**config.mk**
```make
export PLATFORM = sky130hd
export DESIGN_NAME = dpram_access_ctrl
export DESIGN_NICKNAME = d
export VERILOG_FILES = /design/src/rtl/dpram_access_ctrl.sv
export SDC_FILE = /design/constraint.sdc
export NUM_CORES = 1
export LEC_CHECK = 0
export ABC_AREA = 1
export CAP_MARGIN = 20
export CORE_ASPECT_RATIO = 0.9
export CORE_UTILIZATION = 40
export CTS_CLUSTER_DIAMETER = 100
export DETAILED_ROUTE_END_ITERATION = 7
export PLACE_DENSITY = 0.78
export SYNTH_ARGS = -nofsm -noshare
export SYNTH_HDL_FRONTEND = slang
export SYNTH_SLANG_ARGS = --single-unit
```
**constraint.sdc**
```tcl
create_clock -name clk -period 2.5 [get_ports clk]
set_input_delay 0.5 -clock clk [delete_from_list [all_inputs] [get_ports clk]]
set_output_delay 0.5 -clock clk [all_outputs]
set_load 0.02 [all_outputs]
```
**src/rtl/dpram_access_ctrl.sv**
```systemverilog
// dpram_access_ctrl
//   Front-end controller for a dual-port RAM. It arbitrates two write clients
//   onto the single RAM write port with round-robin priority and passes one
//   read client onto the RAM read port.
//
//   A read that targets the address of the write being granted in the same
//   cycle is stalled. The write lands first, so the read sees the new data.
//   A valid strobe is carried alongside the RAM read latency so the read data
//   comes back marked.
//
//   Ports:
//     clk, rst                 clock; asynchronous active-low reset
//     w0_* / w1_*              write clients: req, addr, data in; gnt out (comb)
//     r_req, r_addr, r_gnt     read client request/grant (grant is comb)
//     r_valid, r_data          read return, RD_LAT+1 cycles after the grant
//     ram_wr_en/addr/data_in   registered RAM write port
//     ram_rd_en/addr           registered RAM read port
//     ram_data_out             RAM read data
//     stall_cnt                saturating count of collision-stalled read cycles
`timescale 1ns/1ps
module dpram_access_ctrl #(
  parameter int DATA_W = 8,
  parameter int ADDR_W = 8,
  parameter int RD_LAT = 1
) (
  input  logic              clk,
  input  logic              rst,
  input  logic              w0_req,
  input  logic [ADDR_W-1:0] w0_addr,
  input  logic [DATA_W-1:0] w0_data,
  output logic              w0_gnt,
  input  logic              w1_req,
  input  logic [ADDR_W-1:0] w1_addr,
  input  logic [DATA_W-1:0] w1_data,
  output logic              w1_gnt,
  input  logic              r_req,
  input  logic [ADDR_W-1:0] r_addr,
  output logic              r_gnt,
  output logic              r_valid,
  output logic [DATA_W-1:0] r_data,
  output logic              ram_wr_en,
  output logic [ADDR_W-1:0] ram_wr_addr,
  output logic [DATA_W-1:0] ram_data_in,
  output logic              ram_rd_en,
  output logic [ADDR_W-1:0] ram_rd_addr,
  input  logic [DATA_W-1:0] ram_data_out,
  output logic [7:0]        stall_cnt
);

  // rr_q = 0: client 0 wins a tie; rr_q = 1: client 1 wins a tie.
  logic              rr_q, rr_d;
  logic              wr_en_q;
  logic [ADDR_W-1:0] wr_addr_q, wr_addr_d;
  logic [DATA_W-1:0] wr_data_q, wr_data_d;
  logic              rd_en_q;
  logic [ADDR_W-1:0] rd_addr_q, rd_addr_d;
  logic [7:0]        stall_q, stall_d;
  logic [RD_LAT-1:0] vpipe_q;

  logic              g0, g1, wr_grant, collide, rd_grant;
  logic [ADDR_W-1:0] sel_addr;
  logic [DATA_W-1:0] sel_data;

  always_comb begin
    g0       = w0_req & (~w1_req | ~rr_q);
    g1       = w1_req & (~w0_req |  rr_q);
    wr_grant = g0 | g1;
    sel_addr = g1 ? w1_addr : w0_addr;
    sel_data = g1 ? w1_data : w0_data;
    // The write always wins a same-address clash; the read retries next cycle.
    collide  = wr_grant & (sel_addr == r_addr);
    rd_grant = r_req & ~collide;

    rr_d = rr_q;
    if (g0) begin
      rr_d = 1'b1;
    end else if (g1) begin
      rr_d = 1'b0;
    end

    wr_addr_d = wr_grant ? sel_addr : wr_addr_q;
    wr_data_d = wr_grant ? sel_data : wr_data_q;
    rd_addr_d = rd_grant ? r_addr   : rd_addr_q;

    stall_d = stall_q;
    if (r_req && collide && (stall_q != 8'hFF)) begin
      stall_d = stall_q + 8'd1;
    end
  end

  always_ff @(posedge clk or negedge rst) begin
    if (!rst) begin
      rr_q      <= 1'b0;
      wr_en_q   <= 1'b0;
      wr_addr_q <= '0;
      wr_data_q <= '0;
      rd_en_q   <= 1'b0;
      rd_addr_q <= '0;
      stall_q   <= 8'd0;
    end else begin
      rr_q      <= rr_d;
      wr_en_q   <= wr_grant;
      wr_addr_q <= wr_addr_d;
      wr_data_q <= wr_data_d;
      rd_en_q   <= rd_grant;
      rd_addr_q <= rd_addr_d;
      stall_q   <= stall_d;
    end
  end

  // Valid strobe follows ram_rd_en through RD_LAT stages, matching the RAM.
  genvar gi;
  generate
    for (gi = 0; gi < RD_LAT; gi++) begin : g_vpipe
      always_ff @(posedge clk or negedge rst) begin
        if (!rst) begin
          vpipe_q[gi] <= 1'b0;
        end else if (gi == 0) begin
          vpipe_q[gi] <= rd_en_q;
        end else begin
          vpipe_q[gi] <= vpipe_q[(gi == 0) ? 0 : gi-1];
        end
      end
    end
  endgenerate

  assign w0_gnt      = g0;
  assign w1_gnt      = g1;
  assign r_gnt       = rd_grant;
  assign ram_wr_en   = wr_en_q;
  assign ram_wr_addr = wr_addr_q;
  assign ram_data_in = wr_data_q;
  assign ram_rd_en   = rd_en_q;
  assign ram_rd_addr = rd_addr_q;
  assign stall_cnt   = stall_q;
  assign r_valid     = vpipe_q[RD_LAT-1];
  // Zeroed outside the valid strobe so idle and reset states show clean zeros.
  assign r_data      = r_valid ? ram_data_out : '0;

endmodule

```
==> impl_results.md, run 1 <==
* Utilization after layout at 67.7%
* First-pass GRT wire length at 9.78 mm
* DR vias/cell at 4.88
* Number of flops mapped to enable cells by yosys at 0
* I/O Pins at 99
* Die area at 0.00576 mm^2
* Slew Limit Fails at 0
* Worst setup SP type: input port
* Antenna diodes at 0
* Area growth, synth to finish at 62.9%
* Grt ovf at 0
* Mapped Avg Cell Area at 7.92 um^2
* Synth unique cells at 29
* GRT Resource Usage Total at 22.1%
* Vias in the first global route at 2139
* Root Buffer: clkbuf_8
* Core area at 0.00526 mm^2
* Multi-input gate area at 0.00112 mm^2
* # setup viols final at 0
* Fill cells at 432
* Worst-margin pin slew at 814 ps
* F_max at 0.409 GHz
* Leading cell type in the layout, fill and taps excluded: clkdlybuf4s50_1
* Seq. cell area at 901 um^2
* DR iter-0 viols at 138
* Crit Path Max Fanout at 6
* WS Path Type: in2out
* Final Wtd Congestion at 0.839
* PD cells at 526 mW/mm^2
* Final count of hold timing violations at 0
* # rows at 25
* Lkg Pwr at 0.00181 uW
* Combinational family with the most area after synthesis: simple AND/OR/NAND/NOR gates
* Setup WS pre-CTS at -584 ps
* XOR/XNOR share of the synthesized area at 2.40%
* Remaining DRCs at 0
* Reg-to-reg setup timing slack at 660 ps
* Initial core utilization at 41.6%
* Final wirelength at 6.03 mm
* Clock transition at path regs at 70 ps
* Simple-Gate Fraction of Synth Area at 39.3%
* Complex-gate fraction of the synthesized area at 7.38%
* Routed vias at 2318
* Mapped cell area at 0.00219 mm^2
* Routed WL per cell at 12.7 um
* Sequential share of the synthesized area at 41.2%
* Endpoint class of the critical path: output pin
* CTS tree: yes
* Post-synthesis adder-cell area fraction at 0.572%
* Hold Path Class: in2async
* Multiplexer share of the synthesized area at 0%
* Worst vdd ir at 0.303 mV
* Post-layout net count at 461
* Synth Register Bits at 36
* Clock buffer depth at 2
* Most frequent cells in the layout: 94 x clkdlybuf4s50_1, 81 x nand2_1, 36 x dfrtp_1
* CTS H-tree depth at 2
* Setup Skew at 4.00 ps
* Syn nets at 330
* Final worst setup slack at 55.0 ps
* Cells after Synth at 276
* Largest net degree at the start of global routing at 37
* Share of cells above drive strength 1 at 19.6%
* CTS buffer count at 5
* # clock sinks at 36
* Crit share post-route at 97.8%
* Initial antenna violation count at 0
* YS warnings at 0
* HPWL after DPL at 4.51 mm
* Hold Buf Count CTS at 0
* Outcome: finished clean
* Die height at 72.1 um
* MaxCap Viol Count at 0
* ANT nets after route at 0
* Arrival time worst endpoint at 1940 ps
* Synth async-reset ratio at 100%
* Relative slew margins at 45.7%
* Clock latency on the worst-skew pair at 290 ps
* DIE WIDTH at 79.9 um
* Period minus WS final at 2440 ps
* Main synth FF type: dfrtp_1
* Pre-antenna DRT Iters at 5
* Worst EP required at 2000 ps
* PortBufs at 98
synth_stat cells, types with 2 or more instances:
| master | number | area share [%] |
|---|---|---|
| a31oi_1 | 3 | 0.86 |
| buf_6 | 3 | 1.5 |
| clkbuf_1 | 3 | 0.52 |
| dfrtp_1 | 36 | 41 |
| inv_1 | 34 | 5.8 |
| inv_2 | 6 | 1.0 |
| nand2_1 | 83 | 14 |
| nand2_2 | 8 | 2.3 |
| nand2_4 | 5 | 2.6 |
| nand2_8 | 2 | 1.8 |
| nand3_1 | 24 | 5.5 |
| nand3_2 | 2 | 0.92 |
| nand3_4 | 3 | 2.4 |
| nand4_1 | 8 | 2.3 |
| nor2_1 | 21 | 3.6 |
| nor2_2 | 3 | 0.86 |
| nor2_8 | 2 | 1.8 |
| o21ai_0 | 6 | 1.4 |
| o21ai_1 | 2 | 0.46 |
| o31ai_1 | 8 | 2.7 |
| xor2_1 | 6 | 2.4 |
area by class of cell:
cell class,instances,share of cell area (%)
Clock buffer,6,2.04
Timing Repair Buffer,129,33.7
Inverter,40,4.22
Tap cell,67,2.36
Multi-Input combinational cell,195,31.4
Clock inverter,2,0.984
Sequential cell,36,25.3
sequential cells by signal, indices dropped and copies added (netlist names):
signal,cells
r_valid,1
ram_data_in,8
ram_rd_addr,8
ram_rd_en,1
ram_wr_addr,8
ram_wr_en,1
rr_q,1
stall_cnt,8
where the power goes:
part,leakage (uW),switching (uW),internal (uW),total (uW)
Combinational,0.00131,349,331,680
Clock,0.0000552,205,296,501
Sequential,0.000443,40.7,650,691
Total,0.00181,595,1280,1870
timing repair:
item                       CTS  global route
gates cloned                 1             1
setup endpoints to repair    3             1
buffers inserted             1             2
hold endpoints to repair     0             0
resized for setup            7             5
pin swaps                    2             2
metrics by stage:
step / TNS [ps] / instance area (um^2) / power (uW) / cells / hold WS (ps)
after floorplan: 0 / 2190 / 1020 / 276 / 204
after global placement: -649 / 3410 / 1350 / 462 / 364
after detailed placement: -753 / 3410 / 1360 / 462 / 375
after CTS: 0 / 3530 / 1880 / 472 / 322
after global routing: -4.40 / 3560 / 1980 / 475 / 363
final: 0 / 3560 / 1870 / 475 / 296
worst max-delay path, cell delays in order:
cell	delay, ps
dlygate4sd2_1	250
buf_6	130
nand2_4	120
nand2_8	90
nand2_1	70
o21ai_1	100
o21ai_2	240
nor2_8	70
nand3_4	90
nand2_4	50
inv_1	70
buf_2	170
logic make-up after synthesis:
logic type,Yosys count
and+or+nand+nor,164
buffers and inverters,47
DFF,36
AOI/OAI and AO/OA,22
xor gates and xnor gates,6
adders and majority gates,1
layer usage:
layer,GRT usage [%],routed length [um]
met5,0,0
met4,6.55,92
met3,5.28,427
met2,36.2,2790
met1,29.2,2720
path summary, 6_finish.rpt:
| check | from | to | depth (start not counted) |
|---|---|---|---|
| min reg2reg | ram_rd_en | r_valid | 0 |
| min | rst | stall_cnt[3] | 1 |
| max reg2reg | rr_q | stall_cnt[4] | 14 |
| max in group asynchronous | rst | ram_wr_addr[7] | 1 |
| max | w1_req | r_gnt | 12 |
| min in group clk | ram_rd_en | r_valid | 0 |
(Power assumes the default switching activity.)
==> run 2: changes to the inputs <==
- CTS_CLUSTER_DIAMETER: 100 -> 120
- HOLD_SLACK_MARGIN: not set -> 0.08
==> results of run 2 <==
The final DEF is identical to that of run 1; final timing and power are the same.
==> run 3: changes to the inputs <==
- CTS_CLUSTER_SIZE: not set -> 40
- GPL_TIMING_DRIVEN: not set -> 1
- MAX_ROUTING_LAYER: not set -> met4
==> run 3 against run 2 <==
Compared with the run above: hold slack improved by 4.5 ps; clock-buffer cell count rose by 1; utilization rose by 1.5 points; worst setup slack improved by 28 ps; clock skew rose by 2.9 ps; non-clock buffer count rose by 3; fmax rose by 1.1%; design area rose by 2.3%; register-to-register slack got worse by 30 ps; flip-flop and latch count did not move; die area did not move; sequential power barely moved; highest routed layer unchanged.
==> impl_results.md, run 3 (synthesis results as in run 1) <==
* Outcome: finished clean
* Die area at 0.00576 mm^2 (unchanged)
* Fill cells at 407 (-5.8%)
* DIE WIDTH at 79.9 um (unchanged)
* Vias in the first global route at 2221 (+3.8%)
* Count of placed standard cells including taps at 464 (+0.43%)
* Period minus WS final at 2420 ps (-27.5 ps)
* I/O Pins at 99 (unchanged)
* Reg-to-reg setup timing slack at 630 ps (-30 ps)
* Most frequent cells in the layout: 94 x clkdlybuf4s50_1, 78 x nand2_1, 36 x dfrtp_1
* PD cells at 499 mW/mm^2 (-5.1%)
* Arrival time worst endpoint at 1920 ps (-20 ps)
* Non-Filler Instances at 477 (+0.42%)
* Leading cell type in the layout, fill and taps excluded: clkdlybuf4s50_1
* Share of cells above drive strength 1 at 22.0% (+2.3 points)
* Crit share post-route at 96.7% (-1.1 points)
* ANT nets after route at 0 (unchanged)
* PortBufs at 98 (unchanged)
* WS Path Type: in2out
* Slew Limit Fails at 0 (unchanged)
* Lkg Pwr at 0.00182 uW (+1.0%)
* Pre-antenna DRT Iters at 4 (-1)
* # clock sinks at 36 (unchanged)
* Setup TNS at 0 ps (unchanged)
* Tot Pwr at 1820 uW (-2.9%)
* # rows at 25 (unchanged)
* CTS H-tree depth at 2 (unchanged)
* RSZ-0062 raised after global routing: false
* Die height at 72.1 um (unchanged)
* Final count of hold timing violations at 0 (unchanged)
* Crit Path Max Fanout at 8 (+2)
* CTS tree: yes
* MaxCap Viol Count at 0 (unchanged)
* Worst vdd ir at 0.272 mV (-10%)
* Final worst setup slack at 82.5 ps (+27.5 ps)
* CTS buffer count at 5 (unchanged)
* Utilization after layout at 69.3% (+1.5 points)
* Worst setup SP type: input port
* Setup Skew at 6.93 ps (+2.93 ps)
* Remaining DRCs at 0 (unchanged)
* Root Buffer: clkbuf_8
* Antenna diodes at 0 (unchanged)
* DR iter-0 viols at 146 (+5.8%)
* Worst EP required at 2000 ps (about the same)
* Setup WS pre-CTS at -562 ps (+21.8 ps)
* Clock latency on the worst-skew pair at 290 ps (about the same)
* Clock transition at path regs at 70 ps (about the same)
* Hold Buf Count CTS at 0 (unchanged)
* # setup viols final at 0 (unchanged)
* Critical Path Source: w0_req
* DR vias/cell at 4.82 (-1.3%)
* Largest net degree at the start of global routing at 37 (unchanged)
* Clock buffer depth at 2 (unchanged)
* GRT Resource Usage Total at 23.1% (+0.97 points)
* Relative slew margins at 45.4% (-0.33 points)
* Initial antenna violation count at 0 (unchanged)
* Core area at 0.00526 mm^2 (unchanged)
* Hold Path Class: in2async
* Routed vias at 2298 (-0.86%)
* Routed WL per cell at 12.6 um (-0.53%)
* Endpoint class of the critical path: output pin
* Reg2reg start: rr_q
* HPWL after DPL at 4.56 mm (+0.96%)
* Grt ovf at 0 (unchanged)
* Area growth, synth to finish at 66.6%
* First-pass GRT wire length at 10.0 mm (+2.3%)
* Final wirelength at 6.02 mm (-0.12%)
* Post-layout net count at 463 (+0.43%)
* F_max at 0.414 GHz (+1.1%)
* Initial core utilization at 41.6% (unchanged)
* Final Wtd Congestion at 0.876 (+4.4%)
* Worst-margin pin slew at 819 ps (+5.00 ps)
## run 3: cell count changes in the layout (fill, tap and decap cells not counted), sizes merged
cell,before,now
bufinv,1,0
nand2,100,99
clkinvlp,0,1
buf,33,36
clkinv,1,0
dlygate4sd2,1,2
## run 3: metrics by stage
stage                     area [um^2]  hold slack, ps
final                            3640             301
after global routing             3640             360
after CTS                        3630             326
after detailed placement         3430             372
after global placement           3430             363
after floorplan                  2190             204
## run 3: path summary, 6_finish.rpt
check                                     to  depth (start not counted)
worst max register to register  stall_cnt[6]                         13
min in group clk                     r_valid                          0
worst min register to register       r_valid                          0
max in group asynchronous          ram_wr_en                          1
worst min-delay path                 r_valid                          1
worst max-delay path                   r_gnt                         13
## run 3: worst max-delay path: stages
cell           delay [ps]
dlygate4sd2_1         280
nand2_4               170
buf_4                 150
nand3_2                60
nand3_2                80
nand2_2                70
inv_2                  50
nand2_1                60
nor2_2                150
nand3_4               100
nand2_4                70
inv_2                  40
buf_6                 120
## run 3: final cells by class
type                       count  area (um^2)  share of cell area, %
timing repair buffer         132         1250                   34.2
clock inverter                 1         7.51                  0.206
multi-input combinational    194         1170                   32.0
clock buffer                   7         86.3                   2.37
inverter                      40          150                   4.12
tap                           67         83.8                   2.30
sequential                    36          901                   24.7
## run 3: what timing repair did
action                                  4_1_cts  5_1_grt
cloned                                        1        0
pin swaps                                     8        1
endpoints found under the setup margin        3        1
gates resized for setup                      25        0
buffers inserted                              3        1
## run 3: metal layers
| metal | wire length (um) | global-route usage [%] |
|---|---|---|
| met1 | 2680 | 28.5 |
| met2 | 2830 | 37.6 |
| met3 | 434 | 5.28 |
| met4 | 82 | 7.34 |
| met5 | 0 | - |
## run 3: power breakdown
| part | total (uW) | switching [uW] | internal, uW |
|---|---|---|---|
| logic | 696 | 356 | 340 |
| clock network | 429 | 205 | 224 |
| registers | 693 | 42.3 | 650 |
| total | 1820 | 603 | 1210 |
